$ cat config.mk
export PLATFORM = sky130hd
export DESIGN_NAME = ssd_scan_driver
export DESIGN_NICKNAME = d
export VERILOG_FILES = /design/src/rtl/ssd_scan_driver.sv
export SDC_FILE = /design/constraint.sdc
export NUM_CORES = 1
export LEC_CHECK = 0
export ABC_CLOCK_PERIOD_IN_PS = 2210
export BUFFER_PORTS_ARGS = -buffer_cell sky130_fd_sc_hd__buf_2
export CAP_MARGIN = 10
export CORE_MARGIN = 2
export CORE_UTILIZATION = 52
export DETAILED_ROUTE_END_ITERATION = 10
export GPL_TIMING_DRIVEN = 0
export MAX_ROUTING_LAYER = met4
export PLACE_DENSITY = 0.71
export SLEW_MARGIN = 25
export SYNTH_ARGS = -nofsm -noshare
export SYNTH_HDL_FRONTEND = slang
export SYNTH_SLANG_ARGS = --single-unit
$ cat constraint.sdc
create_clock -name clk -period 2.21 [get_ports clk]
set_input_delay 0.221 -clock clk [delete_from_list [all_inputs] [get_ports clk]]
set_output_delay 0.221 -clock clk [all_outputs]
set_load 0.005 [all_outputs]
$ cat src/rtl/ssd_scan_driver.sv
// ssd_scan_driver: binary-to-BCD conversion (sequential double dabble) and
// time-multiplexed drive of a 4-digit common-anode seven-segment display.
// Optional build macro: SSD_LEADING_ZERO_BLANK_EN (blank leading zero digits).
//
// state  | meaning
// IDLE   | wait for a new value (or first conversion after reset)
// SHIFT  | one add-3/shift iteration per cycle, 13 iterations
// COMMIT | publish scratch digits to bcd, mark display valid
module ssd_scan_driver #(
    parameter int REFRESH_DIV = 100000,
    parameter int CNT_W       = 17
) (
    input  logic        clk,
    input  logic        rst,
    input  logic [12:0] value,
    output logic [3:0]  an,
    output logic [6:0]  seg,
    output logic        busy,
    output logic [15:0] bcd
);

    typedef enum logic [1:0] {IDLE, SHIFT, COMMIT} state_t;

    state_t       state, state_nxt;
    logic         load, do_shift, do_commit;
    logic [12:0]  bin_sr;
    logic [12:0]  shown;
    logic [15:0]  scratch;
    logic [15:0]  scratch_adj;
    logic [3:0]   count;
    logic         valid;
    logic [CNT_W-1:0] refresh_cnt;
    logic [1:0]   digit_idx;
    logic [3:0]   nibble;
    logic         blank;

    // Add 3 to every BCD nibble that is 5 or more before the shift
    always_comb begin
        scratch_adj = scratch;
        for (int i = 0; i < 4; i++) begin
            if (scratch[i*4 +: 4] >= 4'd5)
                scratch_adj[i*4 +: 4] = scratch[i*4 +: 4] + 4'd3;
        end
    end

    // FSM state register
    always_ff @(posedge clk) begin
        if (rst) state <= IDLE;
        else     state <= state_nxt;
    end

    // FSM next-state and datapath strobes
    always_comb begin
        state_nxt = state;
        load      = 1'b0;
        do_shift  = 1'b0;
        do_commit = 1'b0;
        case (state)
            IDLE: begin
                if (!valid || (value != shown)) begin
                    load      = 1'b1;
                    state_nxt = SHIFT;
                end
            end
            SHIFT: begin
                do_shift = 1'b1;
                if (count == 4'd1) state_nxt = COMMIT;
            end
            COMMIT: begin
                do_commit = 1'b1;
                state_nxt = IDLE;
            end
            default: state_nxt = IDLE;
        endcase
    end

    // Conversion datapath: capture, shift, commit
    always_ff @(posedge clk) begin
        if (rst) begin
            bin_sr  <= '0;
            shown   <= '0;
            scratch <= '0;
            count   <= '0;
            busy    <= 1'b0;
            bcd     <= '0;
            valid   <= 1'b0;
        end else begin
            if (load) begin
                bin_sr  <= value;
                shown   <= value;
                scratch <= '0;
                count   <= 4'd13;
                busy    <= 1'b1;
            end
            if (do_shift) begin
                scratch <= {scratch_adj[14:0], bin_sr[12]};
                bin_sr  <= {bin_sr[11:0], 1'b0};
                count   <= count - 4'd1;
            end
            if (do_commit) begin
                bcd   <= scratch;
                valid <= 1'b1;
                busy  <= 1'b0;
            end
        end
    end

    // Free-running refresh timer stepping the digit index
    always_ff @(posedge clk) begin
        if (rst) begin
            refresh_cnt <= '0;
            digit_idx   <= '0;
        end else if (refresh_cnt == CNT_W'(REFRESH_DIV - 1)) begin
            refresh_cnt <= '0;
            digit_idx   <= digit_idx + 2'd1;
        end else begin
            refresh_cnt <= refresh_cnt + 1'b1;
        end
    end

    assign nibble = bcd[{digit_idx, 2'b00} +: 4];

`ifdef SSD_LEADING_ZERO_BLANK_EN
    // A digit is blank when it and every higher digit are zero; units never blank
    always_comb begin
        blank = 1'b0;
        case (digit_idx)
            2'd3: blank = (bcd[15:12] == 4'd0);
            2'd2: blank = (bcd[15:8]  == 8'd0);
            2'd1: blank = (bcd[15:4]  == 12'd0);
            default: blank = 1'b0;
        endcase
    end
`else
    assign blank = 1'b0;
`endif

    // Registered anode select and segment decode ({g,f,e,d,c,b,a}, active-low)
    always_ff @(posedge clk) begin
        if (rst) begin
            an  <= 4'b1111;
            seg <= 7'b1111111;
        end else if (!valid) begin
            an  <= 4'b1111;
            seg <= 7'b1111111;
        end else begin
            an <= blank ? 4'b1111 : ~(4'b0001 << digit_idx);
            case (nibble)
                4'd0: seg <= 7'h40;
                4'd1: seg <= 7'h79;
                4'd2: seg <= 7'h24;
                4'd3: seg <= 7'h30;
                4'd4: seg <= 7'h19;
                4'd5: seg <= 7'h12;
                4'd6: seg <= 7'h02;
                4'd7: seg <= 7'h78;
                4'd8: seg <= 7'h00;
                4'd9: seg <= 7'h10;
                default: seg <= 7'h7F;
            endcase
        end
    end

endmodule
Word level (Yosys, flattened, before mapping)
Memories as Yosys holds them, arrays and structs flattened. A register that Yosys moved wholly into a read port is not among the register bits.
Index checks and enable logic that the tools add are counted.
Widths: inputs -> output; s select.
{"block": "totals", "register_bits": 89, "mem_bits_ro": 112, "in_bits": 15, "output_inout_bits": 28, "memories": 1}
{"memory": "(name not given)", "words": 16, "width": 7, "rd": 1, "rd_clocked_by_memory_dff": 1, "wr": 0, "line": "148", "source": "case (nibble)"}
{"block": "classes", "n_addsub": 7, "n_lt_le_gt_ge": 4, "eq_ne": 7, "shift": 2, "muxes": 17, "bitwise": 2, "reduce_logical": 9}
{"operator": "$mux 16", "count": 2}
{"operator": "$mux 13", "count": 2}
{"operator": "$mux 4", "count": 5}
{"operator": "$add 17x1->17 const B", "count": 1}
{"operator": "$eq 17x17->1 const B", "count": 1}
{"operator": "$ge 4x3->1 const B", "count": 4}
{"operator": "$shiftx 16x5->4", "count": 1}
{"operator": "$ne 13x13->1", "count": 1}
{"operator": "$add 4x2->4 const B", "count": 3}
{"operator": "$reduce_or 2->1", "count": 4}
{"operator": "$eq 4x1->1 const B", "count": 1}
{"operator": "$mux 1", "count": 4}
{"operator": "$mux 2", "count": 2}
{"operator": "$ne 2x2->1 const B", "count": 2}
{"operator": "$not 4->4", "count": 1}
{"operator": "$pmux 2 s2", "count": 1}
{"operator": "$shl 1x2->4 const A", "count": 1}
{"operator": "$sub 4x1->4 const B", "count": 1}
{"operator": "$add 3x2->3 const B", "count": 1}
{"operator": "$mux 3", "count": 1}
{"operator": "$add 2x1->2 const B", "count": 1}
{"operator": "$eq 2x1->1 const B", "count": 1}
{"operator": "$eq 2x2->1 const B", "count": 1}
{"operator": "$logic_not 2->1", "count": 1}
{"operator": "5 further kinds", "count": 5}

Depth between registers and ports, before layout
Gate-level depths: netlist of the first run.
{"block": "depth", "word_depth": 6, "depth_mapped": 7, "depth_no_buf": 7}

Worst setup path after synthesis of the first run
Ideal clock, no wire load.
{"block": "synth_path", "path_type": "reg-to-reg", "from": "register digit_idx[0]", "to": "register seg[3]", "setup_time_ns": 0.074, "arrival_ns": 1.636, "required_time_ns": 2.136, "path_slack_ns": 0.499, "stages_incl_launch_ff": 8, "synth_period_minus_slack_ns": 1.711, "cell_sequence": "dfxtp_1 buf_2 mux4_2 inv_1 ha_1 inv_1 mux2i_1 o21ai_0"}
{"block": "synth_between", "elab_chain_cells": 1}
{"item": "start: declaration", "line": "33", "source": "logic [1:0] digit_idx;"}
{"item": "start signal: assignment", "line": "115", "source": "digit_idx <= digit_idx + 2'd1;"}
{"item": "$shiftx 16x5->4", "line": "121", "source": "assign nibble = bcd[{digit_idx, 2'b00} +: 4];"}
{"item": "end: declaration", "line": "17", "source": "output logic [6:0] seg,"}
Every way passes these cells.
A chain may end at the register's enable or synchronous reset.

Worst setup path in the final report of the first run
{"block": "layout_path", "from": "register shown[12]", "to": "register bin_sr[11]"}
{"block": "layout_between", "elab_chain_cells": 5}
{"item": "start: declaration", "line": "27", "source": "logic [12:0] shown;"}
{"item": "start signal: assignment", "line": "90", "source": "shown <= value;"}
{"item": "$ne 13x13->1", "line": "60", "source": "if (!valid || (value != shown)) begin"}
{"item": "$logic_or 1x1->1", "line": "60"}
{"item": "$mux 1", "line": "60"}
{"item": "$mux 1", "line": "58", "source": "case (state)"}
{"item": "$reduce_bool 2->1 (no source line)"}
{"item": "end signal: assignment", "line": "89", "source": "bin_sr <= value;"}
{"item": "end signal: assignment", "line": "97", "source": "bin_sr <= {bin_sr[11:0], 1'b0};"}
{"item": "end: declaration", "line": "26", "source": "logic [12:0] bin_sr;"}
Every way passes these cells.

==> flow_summary.yaml, run 1 <==
sta:
  fin_tns_setup_ns: 0
  rsz0062_at_grt: "false"
  finalSetupViolCount: 0
  finalWorstSetupSlack_ns: 0.233
  fmax_ghz: 0.506
  max-slew-margin-rel_pct: 43.0
  finClkSkew_ns: 0.0125
  fin_crit_sh_pct: 89.5
  fin_hold_ws_ns: 0.170
  final_hold_viol_count: 0
  slew_viol_final: 0
  period_minus_slack_ns: 1.98
  tightest_slew_ns: 0.853
die:
  initial_utilization_pct: 53.9
  die_y_um: 96.6
  design.core.area_um2: 8260
  dieArea_um2: 9320
  rows: 33
  dieWidth_um: 96.6
  io_pins: 43
finish:
  drive_above_1_share_pct: 18.6
  utilization_pct: 60.5
  fill_cells: 745
  nets: 563
  syn2layout_area_growth_pct: 12.1
  diodes: 0
routing:
  vias: 3562
  ant_nets: 0
  drc: 0
  routed_wirelength_um: 9590
  first_pass_iters: 4
  drt_iter0_markers: 162
  via_per_inst: 5.58
  wire_per_inst_um: 15.0
clock_tree:
  clockBufferDepth: 2
  root_buffer: "clkbuf_8"
  cts.reportedPaths.clkPinSlew_ns: 0.10
  postCtsResizedCells: 0
  clkSinkCount: 96
  postCtsSetupRepairBufs: 0
  cts_max_level: 3
  worstSkewPairLatency_ns: 0.37
  cts_tree: "yes"
  numCtsBuffers: 9
  ctsHoldBuffers: 0
pwr:
  leakage_nw: 1.85
  power_mw: 3.34
  ir_worst_vdd_v: 0.000479
  p_per_area_nw_per_um2: 668
logic_synthesis:
  synth-simple-area-share_pct: 19.8
  synthTopCellsByArea: "dfxtp_1 43%, ha_1 5.6%, xnor2_1 4.7%"
  async_flop_share_pct: 0
  muxShareOfSynthArea_pct: 3.82
  netlist_top_cells_count: "96 x dfxtp_1, 40 x nand2_1, 35 x nor2_1"
  synth_compound_area_share_pct: 15.8
  avgSynthCellArea_um2: 9.38
  yosysSeqAreaShare_pct: 43.1
  yosys_warnings: 0
  synth_cell_types: 46
  synth_top_family_by_area: "simple AND/OR/NAND/NOR gates"
  syn_nets: 510
  yosys.area_share.adder_pct: 5.62
  netlist_area_um2: 4450
  synth_top_area_share_pct: 43.1
  netlist_instances: 475
  synth.most_common_cell: "dfxtp_1"
  ys_seq_elements: 96
  netlist.top_cell.by_area: "dfxtp_1"
  synth_flop_cell: "dfxtp_1"
  synth_edf_count: 0
  synthXorXnorAreaFrac_pct: 7.25
setup_path:
  critPathBufInv: 1
  crit_family: "simple AND/OR/NAND/NOR gates"
  timing.rr.start: "shown[12]$_SDFFE_PP0N_"
  critPathKind: "register to register"
  critPathLaunchType: "register"
  rrSetupSlack_ns: 0.23
  required_ns: 2.45
  worstPathCellList: "xnor2_1 -> nand4_1 -> nor4_4 -> clkbuf_2 -> nand3b_1 -> a31oi_1"
  endpoint_kind: "register"
  worstPathArrival_ns: 2.22
  cp_slowest_cell: "nor4_4"
  r2r_cells: 6
  path_depth: 6
  crit_fanout: 10
  slowest_delay_ns: 0.48
  reg2reg_to: "bin_sr[11]$_SDFFE_PP0P_"
placed_design:
  dp_slack_ns: 0.0943
  port_buffers: 42
  gp_congestion: 0.835
  dp_hpwl_um: 6950
grt:
  track_usage_pct: 22.4
  grt_pass1_vias: 3391
  antenna_found_initial: 0
  grt_max_degree: 17
  overflow: 0
  grt_pass1_wl_um: 15800
status:
  outcome: "complete, no violations"
worst_hold_path:
  min_to: "shown[7]$_SDFFE_PP0N_"
  min_path_cells: 3
  worstHoldStart: "value[7]"
  min_path_type: "input port to register"
run:
  max_cap_violations: 0
-- final cells by class --
class | instances | area, um^2 | share of cell area (%)
tap | 105 | 131 | 2.63
buffer | 28 | 139 | 2.78
clock inverter | 6 | 67.6 | 1.35
multi-input combinational | 334 | 2330 | 46.7
timing repair buffer | 42 | 210 | 4.21
sequential | 96 | 1920 | 38.5
inverter | 17 | 63.8 | 1.28
clock buffer | 10 | 128 | 2.56
-- flip-flops by register name, summed over array words and instances, names as in the netlist --
name	flops
bin_sr	13
valid	1
state	2
shown	13
digit_idx	2
bcd	16
seg	7
refresh_cnt	17
count	4
an	4
busy	1
scratch	16
-- layout by cell type (no fill, tap or decap), types with 14 or more instances in the layout --
cell      synthesis  final
a22o_1           16     16
a21oi_1          29     29
dfxtp_1          96     96
nand3_1          23     23
a31oi_1          17     17
buf_2             8     50
inv_1            16     16
nand2_1          40     40
nand3b_1         14     14
clkbuf_1         16     16
xnor2_1          24     24
ha_1             20     20
nor2_1           35     34
-- cells by family after synthesis --
group | after synthesis
xor+xnor | 36
fa+ha+maj | 20
simple gates | 162
mux | 12
compound gates | 104
buf+inv | 45
flops | 96
-- report_power, final --
group	internal [mW]	switching (mW)
Sequential	1.79	0.0494
Combinational	0.126	0.220
Clock	0.528	0.626
-- metal layers --
metal | GRT usage, % | vias to the layer above | part of all wire (%)
met1 | 28.3 | 1710 | 47
met2 | 36.7 | 65 | 48
li1 | - | 1776 | -
met4 | 5.75 | 0 | 1.2
met3 | 4.97 | 11 | 3.4
met5 | - | - | 0
-- per-stage QoR --
| step | std cells | area (um^2) |
|---|---|---|
| 3_3_place_gp | 622 | 4800 |
| 6_report | 638 | 4990 |
| 5_1_grt | 638 | 4990 |
| 4_1_cts | 638 | 4990 |
| 3_5_place_dp | 622 | 4800 |
| 2_1_floorplan | 475 | 4450 |
-- worst max path at each step --
stage                     slack (ns)                       from                    endpoint
after detailed placement        0.09                   value[8]     bin_sr[11]$_SDFFE_PP0P_
after global placement          0.15                   value[3]     bin_sr[11]$_SDFFE_PP0P_
after floorplan                 0.50  digit_idx[0]$_SDFFE_PP0N_           seg[3]$_SDFF_PP1_
final                           0.23     shown[12]$_SDFFE_PP0N_     bin_sr[11]$_SDFFE_PP0P_
after global routing            0.05  refresh_cnt[0]$_SDFF_PP0_  refresh_cnt[15]$_SDFF_PP0_
after CTS                       0.13      shown[8]$_SDFFE_PP0N_     bin_sr[11]$_SDFFE_PP0P_
-- tightest hold or removal path, stage by stage --
cell and delay [ns]:
buf_2 0.11, nand3b_1 0.10, a21oi_1 0.07
(Power assumes the default switching activity.)
==> inputs of run 2 (changes only) <==
--- a/config.mk
+++ b/config.mk
@@ -11,4 +11,5 @@
 export CORE_MARGIN = 2
 export CORE_UTILIZATION = 52
+export CTS_BUF_LIST = sky130_fd_sc_hd__clkbuf_8
 export DETAILED_ROUTE_END_ITERATION = 10
 export GPL_TIMING_DRIVEN = 0
==> constraint.sdc (replaced) <==
create_clock -name clk -period 2.21 [get_ports clk]
set_input_delay 0.3315 -clock clk [delete_from_list [all_inputs] [get_ports clk]]
set_output_delay 0.3315 -clock clk [all_outputs]
set_load 0.005 [all_outputs]
==> run 2 against run 1 <==
  * Register-to-register slack about the same
  * Clock-buffer cell count fell by 1
  * Sequential share of layout area unchanged
  * Maximum frequency is 0.18% lower
  * Clock power is essentially flat
  * Critical path type unchanged
  * Largest cell class unchanged
==> flow_summary.yaml, run 2 (synthesized netlist as in run 1, its figures left out) <==
status:
  outcome: "complete, no violations"
pwr:
  p_per_area_nw_per_um2: 667
  netSwitchingFraction_pct: 26.9
  seqPwrFrac_pct: 55.1
  p_comb_share_pct: 10.4
  ir_worst_vdd_v: 0.000479
  p_int_mw: 2.44
  leakage_nw: 1.85
  power_switching_mw: 0.896
  clkPwrFrac_pct: 34.5
  power_mw: 3.33
clock_tree:
  worstSkewPairLatency_ns: 0.37
  postCtsResizedCells: 0
  ctsHoldBuffers: 0
  cts_tree: "yes"
  numCtsBuffers: 9
  root_buffer: "clkbuf_8"
  cts.reportedPaths.clkPinSlew_ns: 0.10
  clkSinkCount: 96
  cts_max_level: 3
  postCtsSetupRepairBufs: 0
  clockBufferDepth: 2
routing:
  via_per_inst: 5.59
  routed_wirelength_um: 9620
  first_pass_iters: 5
  vias: 3564
  wire_per_inst_um: 15.1
  drc: 0
  ant_nets: 0
  drt_iter0_markers: 164
sta:
  final_hold_viol_count: 0
  fmax_ghz: 0.505
  rsz0062_at_grt: "false"
  slew_viol_final: 0
  max-slew-margin-rel_pct: 43.6
  period_minus_slack_ns: 1.98
  fin_hold_ws_ns: 0.281
  finClkSkew_ns: 0.0120
  finalSetupViolCount: 0
  fin_crit_sh_pct: 89.6
  tightest_slew_ns: 0.845
finish:
  regMostFlops: "refresh_cnt"
  nets: 563
  drive_above_1_share_pct: 18.6
  syn2layout_area_growth_pct: 12.1
  stdcell_count: 638
  utilization_pct: 60.5
  fill_cells: 745
  layout_common_cells: "96 x dfxtp_1, 50 x buf_2, 40 x nand2_1"
  largest_reg_flops: 17
  reg.largest.list: "refresh_cnt: 17 flops, bcd: 16 flops, scratch: 16 flops"
  multi_input_area_um2: 2330
  regArea_um2: 1920
  layout_commonest_cell: "dfxtp_1"
  diodes: 0
placed_design:
  port_buffers: 42
  gp_congestion: 0.835
  dp_hpwl_um: 6950
  dp_cells: 622
die:
  io_pins: 43
  rows: 33
  initial_utilization_pct: 53.9
  dieWidth_um: 96.6
  die_y_um: 96.6
  design.core.area_um2: 8260
  dieArea_um2: 9320
setup_path:
  crit_fanout: 10
  required_ns: 2.45
  critPathLaunchType: "register"
  endpoint_kind: "register"
  critPathKind: "register to register"
  rrSetupSlack_ns: 0.23
  worstPathArrival_ns: 2.22
grt:
  track_usage_pct: 22.4
  grt_pass1_wl_um: 15800
  grt_pass1_vias: 3391
  overflow: 0
  grt_max_degree: 17
  antenna_found_initial: 0
run:
  max_cap_violations: 0
worst_hold_path:
  min_path_type: "input port to register"
## run 2: cell types whose count changed in the layout (fill, tap and decap cells not counted), sizes merged
cell and change:
inv +1, clkbuf -1
## run 2: critical path, stage by stage, from the launching register on
cell and delay, ns:
dfxtp_1 0.37, xnor2_1 0.14, nand4_1 0.26, nor4_4 0.48
clkbuf_2 0.30, nand3b_1 0.19, a31oi_1 0.11
## run 2: layer usage
layer / routed length, um / global-route usage, % / up-vias
li1: - / - / 1776
met1: 4560 / 28.3 / 1717
met2: 4640 / 36.7 / 60
met3: 303 / 4.97 / 11
met4: 116 / 5.75 / 0
met5: 0 / - / -
## run 2: cell type report
class | count | area share, %
multi-input cells | 334 | 46.7
flip-flops and latches | 96 | 38.5
repair buffers | 42 | 4.21
plain buffers | 28 | 2.78
well taps | 105 | 2.63
clock buffers | 9 | 2.48
clock inverters | 7 | 1.43
inverters | 17 | 1.28
## run 2: final timing paths
path	from	to	cells after the start
setup / recovery	shown[12]$_SDFFE_PP0N_	bin_sr[11]$_SDFFE_PP0P_	6
hold reg to reg	refresh_cnt[0]$_SDFF_PP0_	refresh_cnt[0]$_SDFF_PP0_	1
hold / removal	value[7]	shown[7]$_SDFFE_PP0N_	3
setup reg to reg	shown[12]$_SDFFE_PP0N_	bin_sr[11]$_SDFFE_PP0P_	6
## run 2: power by group through the flow
stage	sequential [mW]	clock [mW]	combinational, mW
floorplan	1.87	0	0.248
global placement	1.87	0	0.335
detailed placement	1.88	0	0.343
CTS	1.84	1.16	0.345
global route	1.85	1.24	0.383
finish	1.84	1.15	0.346
## run 2: per-stage QoR
step / TNS [ns] / worst slack, ns / instance area, um^2
2_1_floorplan: 0 / 0.499 / 4450
3_3_place_gp: 0 / 0.0408 / 4800
3_5_place_dp: -0.0222 / -0.0162 / 4800
4_1_cts: 0 / 0.131 / 4990
5_1_grt: 0 / 0.0522 / 4990
6_report: 0 / 0.229 / 4990
==> inputs of run 3 (changes only) <==
Settings changed: ABC_CLOCK_PERIOD_IN_PS 2210 to 2400.
Clock period 2.21 ns to 2.4 ns, I/O delays scaled along.
==> run 3 against run 2 <==
  * Hold slack improved by 0.028 ns
  * Via count grew 0.25%
  * Cell area about the same
  * Maximum frequency down 5.6%
  * Die area stayed put
  * Wire length decreased by 0.33%
==> flow_summary.yaml, run 3 (synthesized netlist as in run 1, its figures left out) <==
pwr:
  netSwitchingFraction_pct: 26.8
  p_int_mw: 2.24
  ir_worst_vdd_v: 0.000440
  power_switching_mw: 0.820
  clkPwrFrac_pct: 34.4
  leakage_nw: 1.85
  seqPwrFrac_pct: 55.2
  p_per_area_nw_per_um2: 614
  power_mw: 3.07
  p_comb_share_pct: 10.4
routing:
  drc: 0
  first_pass_iters: 5
  drt_iter0_markers: 155
  wire_per_inst_um: 15.0
  vias: 3573
  ant_nets: 0
  routed_wirelength_um: 9590
  via_per_inst: 5.60
finish:
  largest_reg_flops: 17
  fill_cells: 746
  layout_commonest_cell: "dfxtp_1"
  design_area_um2: 4990
  syn2layout_area_growth_pct: 12.1
  drive_above_1_share_pct: 18.2
  nets: 563
  regMostFlops: "refresh_cnt"
  layout_common_cells: "96 x dfxtp_1, 50 x buf_2, 40 x nand2_1"
  diodes: 0
  utilization_pct: 60.4
  reg.largest.list: "refresh_cnt: 17 flops, bcd: 16 flops, scratch: 16 flops"
  stdcell_count: 638
setup_path:
  critPathBufInv: 1
  worstPathCellList: "xnor2_1 -> nand4_1 -> nor4_4 -> clkbuf_1 -> nand3b_1 -> a31oi_1"
  endpoint: "bin_sr[11]$_SDFFE_PP0P_"
  r2r_cells: 6
  startpoint: "shown[12]$_SDFFE_PP0N_"
  critPathKind: "register to register"
  path_depth: 6
  endpoint_kind: "register"
  slowest_delay_ns: 0.49
  worstPathArrival_ns: 2.33
  critPathLaunchType: "register"
  reg2reg_to: "bin_sr[11]$_SDFFE_PP0P_"
  cp_slowest_cell: "nor4_4"
  crit_family: "simple AND/OR/NAND/NOR gates"
  crit_fanout: 10
  timing.rr.start: "shown[12]$_SDFFE_PP0N_"
  rrSetupSlack_ns: 0.30
  required_ns: 2.64
sta:
  fmax_ghz: 0.477
  rsz0062_at_grt: "false"
  fin_tns_setup_ns: 0
  finalSetupViolCount: 0
  slew_viol_final: 0
  fin_hold_ws_ns: 0.309
  period_minus_slack_ns: 2.10
  finClkSkew_ns: 0.0116
  max-slew-margin-rel_pct: 43.4
  finalWorstSetupSlack_ns: 0.303
  final_hold_viol_count: 0
  fin_crit_sh_pct: 87.4
  tightest_slew_ns: 0.847
die:
  dieWidth_um: 96.6
  initial_utilization_pct: 53.9
  dieArea_um2: 9320
  design.core.area_um2: 8260
  io_pins: 43
  die_y_um: 96.6
  rows: 33
clock_tree:
  cts.reportedPaths.clkPinSlew_ns: 0.10
  worstSkewPairLatency_ns: 0.37
  clkSinkCount: 96
  ctsHoldBuffers: 0
  numCtsBuffers: 9
  postCtsSetupRepairBufs: 0
  cts_max_level: 3
  root_buffer: "clkbuf_8"
  clockBufferDepth: 2
  postCtsResizedCells: 0
  cts_tree: "yes"
worst_hold_path:
  min_path_type: "input port to register"
placed_design:
  dp_hpwl_um: 6950
  port_buffers: 42
  place_area_um2: 4800
  gp_congestion: 0.835
  dp_cells: 622
  dp_slack_ns: 0.145
grt:
  grt_pass1_vias: 3391
  grt_pass1_wl_um: 15800
  grt_max_degree: 17
  overflow: 0
  antenna_found_initial: 0
  track_usage_pct: 22.4
run:
  max_cap_violations: 0
status:
  outcome: "complete, no violations"
## run 3: layout make-up
type | count | area, um^2 | area share, %
multi-input combinational | 334 | 2330 | 46.7
tap | 105 | 131 | 2.63
timing repair buffer | 42 | 210 | 4.21
buffer | 28 | 138 | 2.76
sequential | 96 | 1920 | 38.5
clock inverter | 7 | 71.3 | 1.43
inverter | 17 | 63.8 | 1.28
clock buffer | 9 | 124 | 2.48
## run 3: tightest hold or removal path, stage by stage
cell,delay [ns]
buf_2,0.11
nand3b_1,0.10
a21oi_1,0.07
## run 3: worst min-delay path by stage
stage,startpoint,end,cells past startpoint
5_1_grt,value[7],shown[7]$_SDFFE_PP0N_,3
6_report,value[7],shown[7]$_SDFFE_PP0N_,3
2_1_floorplan,refresh_cnt[0]$_SDFF_PP0_,refresh_cnt[0]$_SDFF_PP0_,1
3_3_place_gp,refresh_cnt[0]$_SDFF_PP0_,refresh_cnt[0]$_SDFF_PP0_,1
4_1_cts,value[0],bin_sr[0]$_SDFFE_PP0N_,3
3_5_place_dp,refresh_cnt[0]$_SDFF_PP0_,refresh_cnt[0]$_SDFF_PP0_,1
## run 3: power by group through the flow
stage               logic [mW]  registers [mW]  clock network (mW)
CTS                      0.318            1.69                1.07
floorplan                0.229            1.72                   0
global route             0.352            1.70                1.14
detailed placement       0.316            1.73                   0
finish                   0.318            1.69                1.05
global placement         0.308            1.73                   0
## run 3: metal layers
layer / part of all wire, % / routed length (um) / track usage (%)
met1: 47 / 4500 / 28.3
met4: 1.2 / 116 / 5.75
met2: 48 / 4560 / 36.7
met3: 4.2 / 404 / 4.97
met5: 0 / 0 / -
